==> src/rtl/spi_arb_pkg.sv <==
// Shared types and default parameters for the SPI request arbiter.
// Imported by the interface, round-robin picker and arbiter top.
package spi_arb_pkg;
  localparam int DEF_NUM_REQ  = 3;
  localparam int DEF_CS_SETUP = 2;
  localparam int DEF_CS_HOLD  = 2;
  localparam int DEF_TIMEOUT  = 1023;
  localparam int CNT_W        = 16;

  typedef enum logic [2:0] {
    IDLE,
    SETUP,
    ISSUE,
    WAIT,
    HOLD
  } arb_state_e;
endpackage

==> src/rtl/spi_req_arbiter_if.sv <==
// Requester-side bundle of the SPI arbiter: byte offers and responses.
// The slave modport is the arbiter; the master modport is the requesters.
interface spi_req_arbiter_if
  import spi_arb_pkg::*;
#(
  parameter int NUM_REQ = DEF_NUM_REQ
);
  logic [NUM_REQ-1:0]      req_valid;
  logic [NUM_REQ-1:0][7:0] req_data;
  logic [NUM_REQ-1:0]      req_last;
  logic [NUM_REQ-1:0]      req_ready;
  logic [NUM_REQ-1:0]      rsp_valid;
  logic [7:0]              rsp_data;
  logic [NUM_REQ-1:0]      rsp_err;

  modport slave (
    input  req_valid, req_data, req_last,
    output req_ready, rsp_valid, rsp_data, rsp_err
  );

  modport master (
    output req_valid, req_data, req_last,
    input  req_ready, rsp_valid, rsp_data, rsp_err
  );
endinterface

==> src/rtl/spi_rr_pick.sv <==
// Combinational round-robin picker: first set request at or after
// the pointer, wrapping modulo N.
module spi_rr_pick
  import spi_arb_pkg::*;
#(
  parameter int N  = DEF_NUM_REQ,
  parameter int IW = $clog2(N)
) (
  input  logic [N-1:0]  i_req,
  input  logic [IW-1:0] i_ptr,
  output logic [IW-1:0] o_idx,
  output logic          o_found
);
  logic [IW:0] w_sum;

  // Walk downward so the closest candidate to the pointer wins.
  always_comb begin
    o_idx   = '0;
    o_found = 1'b0;
    w_sum   = '0;
    for (int k = N - 1; k >= 0; k--) begin
      w_sum = {1'b0, i_ptr} + (IW+1)'(k);
      if (w_sum >= (IW+1)'(N)) begin
        w_sum = w_sum - (IW+1)'(N);
      end
      if (i_req[w_sum[IW-1:0]]) begin
        o_idx   = w_sum[IW-1:0];
        o_found = 1'b1;
      end
    end
  end
endmodule

==> src/rtl/spi_req_arbiter.sv <==
// Round-robin arbiter sharing one SPI byte driver among NUM_REQ
// requesters, with per-slave chip select framing and a byte timeout.
module spi_req_arbiter
  import spi_arb_pkg::*;
#(
  parameter int NUM_REQ  = DEF_NUM_REQ,
  parameter int CS_SETUP = DEF_CS_SETUP,
  parameter int CS_HOLD  = DEF_CS_HOLD,
  parameter int TIMEOUT  = DEF_TIMEOUT
) (
  input  logic               clk,
  input  logic               rst,
  spi_req_arbiter_if.slave   bus,
  output logic [NUM_REQ-1:0] o_cs_n,
  output logic               o_drv_start,
  output logic [7:0]         o_drv_data,
  input  logic               i_drv_done,
  input  logic [7:0]         i_drv_rdata
);
  localparam int IW = $clog2(NUM_REQ);

  arb_state_e         r_state, w_state_nxt;
  logic [IW-1:0]      r_grant, w_grant_nxt;
  logic [IW-1:0]      r_ptr, w_ptr_nxt;
  logic [CNT_W-1:0]   r_cnt, w_cnt_nxt;
  logic [NUM_REQ-1:0] r_cs_n, w_cs_n_nxt;
  logic               r_start, w_start_nxt;
  logic [7:0]         r_drv_data, w_drv_data_nxt;
  logic               r_last, w_last_nxt;
  logic               r_rsp_v, w_rsp_v_nxt;
  logic               r_rsp_e, w_rsp_e_nxt;
  logic [7:0]         r_rsp_data, w_rsp_data_nxt;

  logic [IW-1:0]      w_pick;
  logic               w_found;
  logic [NUM_REQ-1:0] w_gnt_oh;
  logic               w_hs;

  spi_rr_pick #(
    .N  (NUM_REQ),
    .IW (IW)
  ) u_pick (
    .i_req   (bus.req_valid),
    .i_ptr   (r_ptr),
    .o_idx   (w_pick),
    .o_found (w_found)
  );

  assign w_gnt_oh = NUM_REQ'(1) << r_grant;
  assign w_hs     = (r_state == ISSUE) &&
                    bus.req_valid[r_grant];

  always_comb begin
    w_state_nxt    = r_state;
    w_grant_nxt    = r_grant;
    w_ptr_nxt      = r_ptr;
    w_cnt_nxt      = r_cnt;
    w_cs_n_nxt     = r_cs_n;
    w_start_nxt    = 1'b0;
    w_drv_data_nxt = r_drv_data;
    w_last_nxt     = r_last;
    w_rsp_v_nxt    = 1'b0;
    w_rsp_e_nxt    = 1'b0;
    w_rsp_data_nxt = r_rsp_data;
    unique case (r_state)
      IDLE: begin
        if (w_found) begin
          w_grant_nxt = w_pick;
          w_cs_n_nxt  = ~(NUM_REQ'(1) << w_pick);
          w_cnt_nxt   = '0;
          w_state_nxt = SETUP;
        end
      end
      SETUP: begin
        if (r_cnt == CNT_W'(CS_SETUP - 1)) begin
          w_cnt_nxt   = '0;
          w_state_nxt = ISSUE;
        end else begin
          w_cnt_nxt = r_cnt + 1'b1;
        end
      end
      ISSUE: begin
        if (w_hs) begin
          w_drv_data_nxt = bus.req_data[r_grant];
          w_last_nxt     = bus.req_last[r_grant];
          w_start_nxt    = 1'b1;
          w_cnt_nxt      = '0;
          w_state_nxt    = WAIT;
        end
      end
      WAIT: begin
        if (i_drv_done) begin
          w_rsp_v_nxt    = 1'b1;
          w_rsp_data_nxt = i_drv_rdata;
          w_cnt_nxt      = '0;
          w_state_nxt    = r_last ? HOLD : ISSUE;
        end else if (r_cnt == CNT_W'(TIMEOUT - 1)) begin
          // Abort the whole transaction, not just this byte.
          w_rsp_e_nxt = 1'b1;
          w_cnt_nxt   = '0;
          w_state_nxt = HOLD;
        end else begin
          w_cnt_nxt = r_cnt + 1'b1;
        end
      end
      HOLD: begin
        if (r_cnt == CNT_W'(CS_HOLD - 1)) begin
          w_cnt_nxt   = '0;
          w_cs_n_nxt  = '1;
          w_ptr_nxt   = (r_grant == IW'(NUM_REQ - 1)) ?
                        '0 : r_grant + 1'b1;
          w_state_nxt = IDLE;
        end else begin
          w_cnt_nxt = r_cnt + 1'b1;
        end
      end
      default: w_state_nxt = IDLE;
    endcase
  end

  always_ff @(posedge clk or posedge rst) begin
    if (rst) begin
      r_state    <= IDLE;
      r_grant    <= '0;
      r_ptr      <= '0;
      r_cnt      <= '0;
      r_cs_n     <= '1;
      r_start    <= 1'b0;
      r_drv_data <= 8'h00;
      r_last     <= 1'b0;
      r_rsp_v    <= 1'b0;
      r_rsp_e    <= 1'b0;
      r_rsp_data <= 8'h00;
    end else begin
      r_state    <= w_state_nxt;
      r_grant    <= w_grant_nxt;
      r_ptr      <= w_ptr_nxt;
      r_cnt      <= w_cnt_nxt;
      r_cs_n     <= w_cs_n_nxt;
      r_start    <= w_start_nxt;
      r_drv_data <= w_drv_data_nxt;
      r_last     <= w_last_nxt;
      r_rsp_v    <= w_rsp_v_nxt;
      r_rsp_e    <= w_rsp_e_nxt;
      r_rsp_data <= w_rsp_data_nxt;
    end
  end

  assign bus.req_ready = (r_state == ISSUE) ? w_gnt_oh : '0;
  assign bus.rsp_valid = r_rsp_v ? w_gnt_oh : '0;
  assign bus.rsp_err   = r_rsp_e ? w_gnt_oh : '0;
  assign bus.rsp_data  = r_rsp_data;
  assign o_cs_n        = r_cs_n;
  assign o_drv_start   = r_start;
  assign o_drv_data    = r_drv_data;
endmodule

==> src/flat_wrapper.sv <==
// flat-port wrapper written by rule: the top's interface ports become plain ports
module spi_req_arbiter_flat import spi_arb_pkg::*;
#(
  parameter int NUM_REQ  = DEF_NUM_REQ,
  parameter int CS_SETUP = DEF_CS_SETUP,
  parameter int CS_HOLD  = DEF_CS_HOLD,
  parameter int TIMEOUT  = DEF_TIMEOUT
)
  (clk, rst, o_cs_n, o_drv_start, o_drv_data, i_drv_done, i_drv_rdata, bus_req_valid, bus_req_data, bus_req_last, bus_req_ready, bus_rsp_valid, bus_rsp_data, bus_rsp_err);
  spi_req_arbiter_if #(.NUM_REQ(NUM_REQ)) bus_i ();
  input  logic clk;
  input  logic rst;
  output logic [NUM_REQ-1:0] o_cs_n;
  output logic o_drv_start;
  output logic [7:0] o_drv_data;
  input  logic i_drv_done;
  input  logic [7:0] i_drv_rdata;
  input wire logic [$bits(bus_i.req_valid)-1:0] bus_req_valid;
  input wire logic [$bits(bus_i.req_data)-1:0] bus_req_data;
  input wire logic [$bits(bus_i.req_last)-1:0] bus_req_last;
  output wire logic [$bits(bus_i.req_ready)-1:0] bus_req_ready;
  output wire logic [$bits(bus_i.rsp_valid)-1:0] bus_rsp_valid;
  output wire logic [$bits(bus_i.rsp_data)-1:0] bus_rsp_data;
  output wire logic [$bits(bus_i.rsp_err)-1:0] bus_rsp_err;
  assign bus_i.req_valid = bus_req_valid;
  assign bus_i.req_data = bus_req_data;
  assign bus_i.req_last = bus_req_last;
  assign bus_req_ready = bus_i.req_ready;
  assign bus_rsp_valid = bus_i.rsp_valid;
  assign bus_rsp_data = bus_i.rsp_data;
  assign bus_rsp_err = bus_i.rsp_err;
  spi_req_arbiter #(.NUM_REQ(NUM_REQ), .CS_SETUP(CS_SETUP), .CS_HOLD(CS_HOLD), .TIMEOUT(TIMEOUT)) u_core (.clk(clk), .rst(rst), .bus(bus_i), .o_cs_n(o_cs_n), .o_drv_start(o_drv_start), .o_drv_data(o_drv_data), .i_drv_done(i_drv_done), .i_drv_rdata(i_drv_rdata));
endmodule
==> config.mk <==
export PLATFORM = sky130hd
export DESIGN_NAME = spi_req_arbiter_flat
export DESIGN_NICKNAME = d
export VERILOG_FILES = /design/src/rtl/spi_arb_pkg.sv /design/src/rtl/spi_req_arbiter_if.sv /design/src/rtl/spi_rr_pick.sv /design/src/rtl/spi_req_arbiter.sv /design/src/flat_wrapper.sv
export SDC_FILE = /design/constraint.sdc
export NUM_CORES = 1
export LEC_CHECK = 0
export BUFFER_PORTS_ARGS = -buffer_cell sky130_fd_sc_hd__buf_2
export CAP_MARGIN = 15
export CELL_PAD_IN_SITES_DETAIL_PLACEMENT = 0
export CELL_PAD_IN_SITES_GLOBAL_PLACEMENT = 1
export CORE_UTILIZATION = 44
export CTS_BUF_LIST = sky130_fd_sc_hd__clkbuf_8
export DETAILED_ROUTE_END_ITERATION = 16
export PLACE_DENSITY_LB_ADDON = 0.1
export SLEW_MARGIN = 10
export SYNTH_ARGS = -nofsm -noshare
export SYNTH_HDL_FRONTEND = slang
export SYNTH_SLANG_ARGS = --single-unit
==> constraint.sdc <==
create_clock -name clk -period 5.6 [get_ports clk]
set_input_delay 0.56 -clock clk [delete_from_list [all_inputs] [get_ports clk]]
set_output_delay 0.56 -clock clk [all_outputs]
set_load 0.1 [all_outputs]
==> After elaboration in Yosys (flattened, before gate mapping) <==
Index checks and enable logic that the tools add are counted.
{ "word_totals": {"register_bits": 46, "wordCells": 101, "input_bits": 41, "output_inout_bits": 29} }
{ "op_classes": {"eq_ne": 12, "magnitude_cmp": 7, "n_bitwise": 1, "addsub": 7, "n_reduce_logical": 12, "shift": 2, "mux": 49} }
{ "op_table": {"columns": ["op", "n"], "rows": [
  ["16-bit 2-to-1 mux", 5],
  ["16-bit case mux with 4 select lines", 1],
  ["3-bit 2-to-1 mux", 12],
  ["16-bit by 1-bit adder with 16-bit output (second input constant)", 1],
  ["8-bit binary-select mux with 2-bit select", 1],
  ["16-bit by 1-bit equality test with 1-bit output (second input constant)", 1],
  ["16-bit by 10-bit equality test with 1-bit output (second input constant)", 1],
  ["1-bit 2-to-1 mux", 15],
  ["3-bit case mux with 5 select lines", 1],
  ["2-bit 2-to-1 mux", 7],
  ["2-bit by 3-bit < comparator with 1-bit output (second input constant)", 4],
  ["1-bit binary-select mux with 2-bit select", 5],
  ["8-bit 2-to-1 mux", 1],
  ["2-bit AND reduction", 4],
  ["3-bit by 2-bit equality test with 1-bit output (second input constant)", 2],
  ["3-bit by 2-bit greater-or-equal comparator with 1-bit output (second input constant)", 2],
  ["2-bit by 1-bit != test with 1-bit output (second input constant)", 3],
  ["3-bit case mux with 2 select lines", 1],
  ["3-bit AND reduction", 2],
  ["1-bit by 2-bit left shift with 3-bit output (first input constant)", 2],
  ["2-bit subtractor (second input constant)", 3],
  ["5-bit AND reduction", 1],
  ["4-bit nonzero test", 1],
  ["2-bit by 1-bit adder with 3-bit output (second input constant)", 1],
  ["other kinds (13)", 13]
]} }

==> Logic depth before layout (Yosys ltp) <==
{ "logic_depth": {"depth_word": 12, "depth_mapped": 9, "mapped_depth_nobuf": 7} }

==> Hierarchy <==
A second synthesis with hierarchy kept.
{ "unflattened": {"hier_cells": 320, "area_unflattened_um2": 2871.5} }
{ "by_module_without_submodules": {"columns": ["mod", "seq_area_each_um2", "n_inst", "cells_per_inst", "area_each_um2"], "rows": [
  ["spi_req_arbiter", 1154.9, 1, 291, 2648.8],
  ["spi_rr_pick", 0.0, 1, 29, 222.7]
]} }

==> Least setup slack after synthesis <==
No wires, ideal clock.
{ "synth_timing": {"path_kind": "flip-flop to output port", "start": "register u_core.r_grant[0]", "end": "output bus_req_ready[1]", "path_stages_with_launch": 5, "arrival_ns": 1.986, "setup_slack_ns": 3.054, "path_cell_list": "dfrtp_1 clkbuf_1 clkbuf_1 nor2b_1 and3_1"} }
{ "synth_between": {"elab_chain_cells": 2} }
{ "synth_rtl": {"columns": ["element", "line_no", "source"], "rows": [
  ["start, declared", "spi_req_arbiter.sv:23", "logic [IW-1:0] r_grant, w_grant_nxt;"],
  ["start signal, assigned", "spi_req_arbiter.sv:136", "r_grant <= w_grant_nxt;"],
  ["1-bit by 2-bit left shift with 3-bit output", "spi_req_arbiter.sv:49", "assign w_gnt_oh = NUM_REQ'(1) << r_grant;"],
  ["3-bit 2-to-1 mux", "spi_req_arbiter.sv:149", "assign bus.req_ready = (r_state == ISSUE) ? w_gnt_oh : '0;"],
  ["end, declared", "flat_wrapper.sv:21", "output wire logic [$bits(bus_i.req_ready)-1:0] bus_req_ready;"]
]} }
Every way passes these cells.

==> Worst setup path in the final report <==
{ "layout_timing": {"start": "register u_core.r_grant[0]", "end": "output bus_req_ready[2]"} }
Same word-level chain as after synthesis.

==> summary.md <==
| Metric | Value |
|---|---|
| Worst-path fanout max | `15` |
| CTS max path bufs | `2` |
| Setup Viol. Count Final | `0` |
| N_diodes | `0` |
| Share of layout cells above drive strength 1 | `26.4%` |
| Final Cycle Share | `49.9%` |
| Switch share | `57.8%` |
| Largest net degree at the start of global routing | `47` |
| Synthesized instance count | `310` |
| Worst EP arrival | `2.23 ns` |
| Clock sinks | `46` |
| Vias per cell | `5.46` |
| TritonCTS clock tree | `done` |
| Worst-path clk slew | `0.09 ns` |
| Mean Syn Cell Area | `8.82 um2` |
| Hpwl dp | `4570 um` |
| NetSw | `1.06 mW` |
| Relative slew slack | `30.6%` |
| Top Ports | `70` |
| Routed len/inst | `14.3 um` |
| Drt pass-1 iters | `4` |
| RSZ-0062 raised after global routing | `no` |
| GP Congestion | `0.788` |
| Synth Net Count | `356` |
| Post-CTS Resized | `0` |
| Worst Reg2Reg Path Length in Cells | `5` |
| Starting DRT DRC Count | `76` |
| # DRC | `0` |
| Yosys top cell by area | `dfrtp_1` |
| Maxcap violations | `0` |
| Synth cell types | `47` |
| Part of the power in the clock network | `10.8%` |
| Antenna viol nets, final | `0` |
| Total Die Area | `6530 um2` |
| P_int | `0.774 mW` |
| Synth top area cells | `dfrtp_1 39%, o21ai_0 6.6%, mux2_2 4.5%` |
| Tightest Hold Check Type | `primary input to asynchronous set/reset pin` |
| Hold-fix buffers, CTS | `0` |
| Total number of vias | `2436` |
| Power, Total | `1.83 mW` |
| Combinational share of power | `59.8%` |
| GRT Overall Usage | `20.1%` |
| Total negative slack | `0 ns` |
| Max Transition Viols Final | `0` |
| Area grow syn2layout | `17.0%` |
| Post-synth EDFFs | `0` |
| Fillers | `562` |
| Final Critical Period | `2.79 ns` |
| Worst-margin pin slew | `1.03 ns` |
| WL final | `6390 um` |
| Setup Buffers After CTS | `0` |
| WP data required | `5.04 ns` |
| Synth Register Bits | `46` |
| Post-synth top area share | `39.4%` |
| Overflow after GRT | `0` |
| Hold Vio Cnt, Final | `0` |
| Critical Path End Type | `output pin` |
| Initial antenna violation count | `0` |
| Die Height | `80.8 um` |
| Commonest cells in the netlist | `43 x dfrtp_1, 36 x o21ai_0, 26 x nor2_1` |
| Clk_skew | `0.00481 ns` |
| PortBufs | `69` |
| Clk root buf | `clkbuf_8` |
| Asr flop ratio synth | `100%` |
| Vias in the first global route | `2208` |
| Cell Rows | `28` |
| Die Span X | `80.8 um` |
| Clk Latency, worst-skew pair | `0.30 ns` |
| Leak | `1.53 nW` |
| Synthesized area | `2730 um2` |
| Max Freq | `358 MHz` |
| NumNets Final | `417` |
| Setup Crit Path Kind | `flop to output pin` |
| Inserted Clock Buffers | `5` |
| Predominant post-synthesis flop cell | `dfrtp_1` |
| Most frequent cell after synthesis | `dfrtp_1` |
| Seq pwr share | `29.4%` |
| YS warnings | `0` |
| Outcome | `complete, no violations` |
| Starting Density | `45.9%` |
| First-pass GRT wire length | `10300 um` |
| CP Launch Type | `flop` |
| Core area | `5960 um2` |
| H-tree depth | `2` |
| Max IR drop VDD | `0.420 mV` |
| Pwr per Cell Area | `573 nW/um2` |
| Seq/Total Area, Yosys | `42.2%` |
-- flip-flops by register name, indices dropped and copies added, names as in the netlist --
| signal | flops |
|---|---|
| u_core.r_cnt | 16 |
| u_core.r_ptr | 2 |
| u_core.o_drv_start | 1 |
| u_core.r_state | 3 |
| u_core.o_drv_data | 8 |
| u_core.r_grant | 2 |
| u_core.r_last | 1 |
| u_core.bus.rsp_data | 8 |
| u_core.o_cs_n | 3 |
| u_core.r_rsp_v | 1 |
| u_core.r_rsp_e | 1 |
-- metal layers --
layer,wire length (um),up-vias,global-route usage (%)
met5,0,-,0
met4,66,0,6.25
met3,281,6,3.93
met2,3020,49,34.5
met1,3030,1136,25.4
li1,-,1245,-
-- cell families (layout without fill, tap and decap cells) --
family	Yosys count	count (layout)	synth area share, %
fa+ha+maj	6	6	2.65
simple gates	123	123	24.0
flops	46	46	42.2
compound gates	83	83	18.4
mux	21	21	8.19
buf+inv	31	92	4.49
-- worst max-delay path: stages, from the launching register on --
cell and delay, ns:
dfrtp_1 0.62, nor2b_1 0.65, and3_1 0.24, buf_2 0.42
-- layout by cell type (no fill, tap or decap), types with 2 or more instances in the layout --
cell type,synthesis,layout
buf_2,2,69
dfstp_2,3,3
nand2_1,24,24
and2_1,11,11
o211ai_1,7,7
nor2b_1,7,7
and4_1,2,2
ha_1,5,5
a21oi_1,15,15
nor3_1,11,11
mux2i_1,10,10
mux2_2,11,11
or4_4,2,2
buf_4,1,2
nand4_1,7,7
o221ai_1,4,4
nor4_1,3,3
inv_1,14,14
dfrtp_1,43,43
o21ai_0,36,35
o22ai_1,8,8
clkbuf_8,0,5
nand3_1,14,14
and3_1,5,5
a31oi_1,3,3
a21o_1,2,2
nor2_1,26,26
-- power groups by stage --
stage	clock network, mW	registers [mW]	logic [mW]
after CTS	0.202	0.539	1.10
after detailed placement	0	0.547	1.10
after floorplan	0	0.976	0.487
after global placement	0	0.543	1.10
final	0.197	0.539	1.10
after global routing	0.217	0.560	1.17
-- area by class of cell --
class | count | area (um2) | area share (%)
repair buffers | 71 | 360 | 11.3
flip-flops and latches | 46 | 1150 | 36.1
inverters | 14 | 52.6 | 1.64
well taps | 75 | 93.8 | 2.93
multi-input cells | 233 | 1460 | 45.5
clock buffers | 5 | 68.8 | 2.15
clock inverters | 2 | 11.3 | 0.352
-- path summary, 6_finish.rpt --
check	from	end	slack, ns
setup / recovery	u_core.r_grant[0]	bus_req_ready[2]	2.81
hold / removal	rst	u_core.o_drv_start	0.47
setup reg to reg	u_core.r_grant[0]	u_core.r_cnt[3]	3.14
hold reg to reg	u_core.o_cs_n[2]	u_core.o_cs_n[2]	0.47
max in group asynchronous	rst	u_core.r_cnt[7]	4.54
min in group clk	u_core.o_cs_n[2]	u_core.o_cs_n[2]	0.47
-- per-stage QoR --
stage	hold slack (ns)	utilization, %	cell area (um2)	setup WS, ns	std cells
2_1_floorplan	0.450	-	2730	3.05	310
3_3_place_gp	0.453	52.4	3120	3.13	439
3_5_place_dp	0.455	52.4	3120	3.10	439
4_1_cts	0.468	53.7	3200	2.75	446
5_1_grt	0.462	53.7	3200	2.64	446
6_report	0.465	53.7	3200	2.81	446
Power figures use the tool's default switching activity.
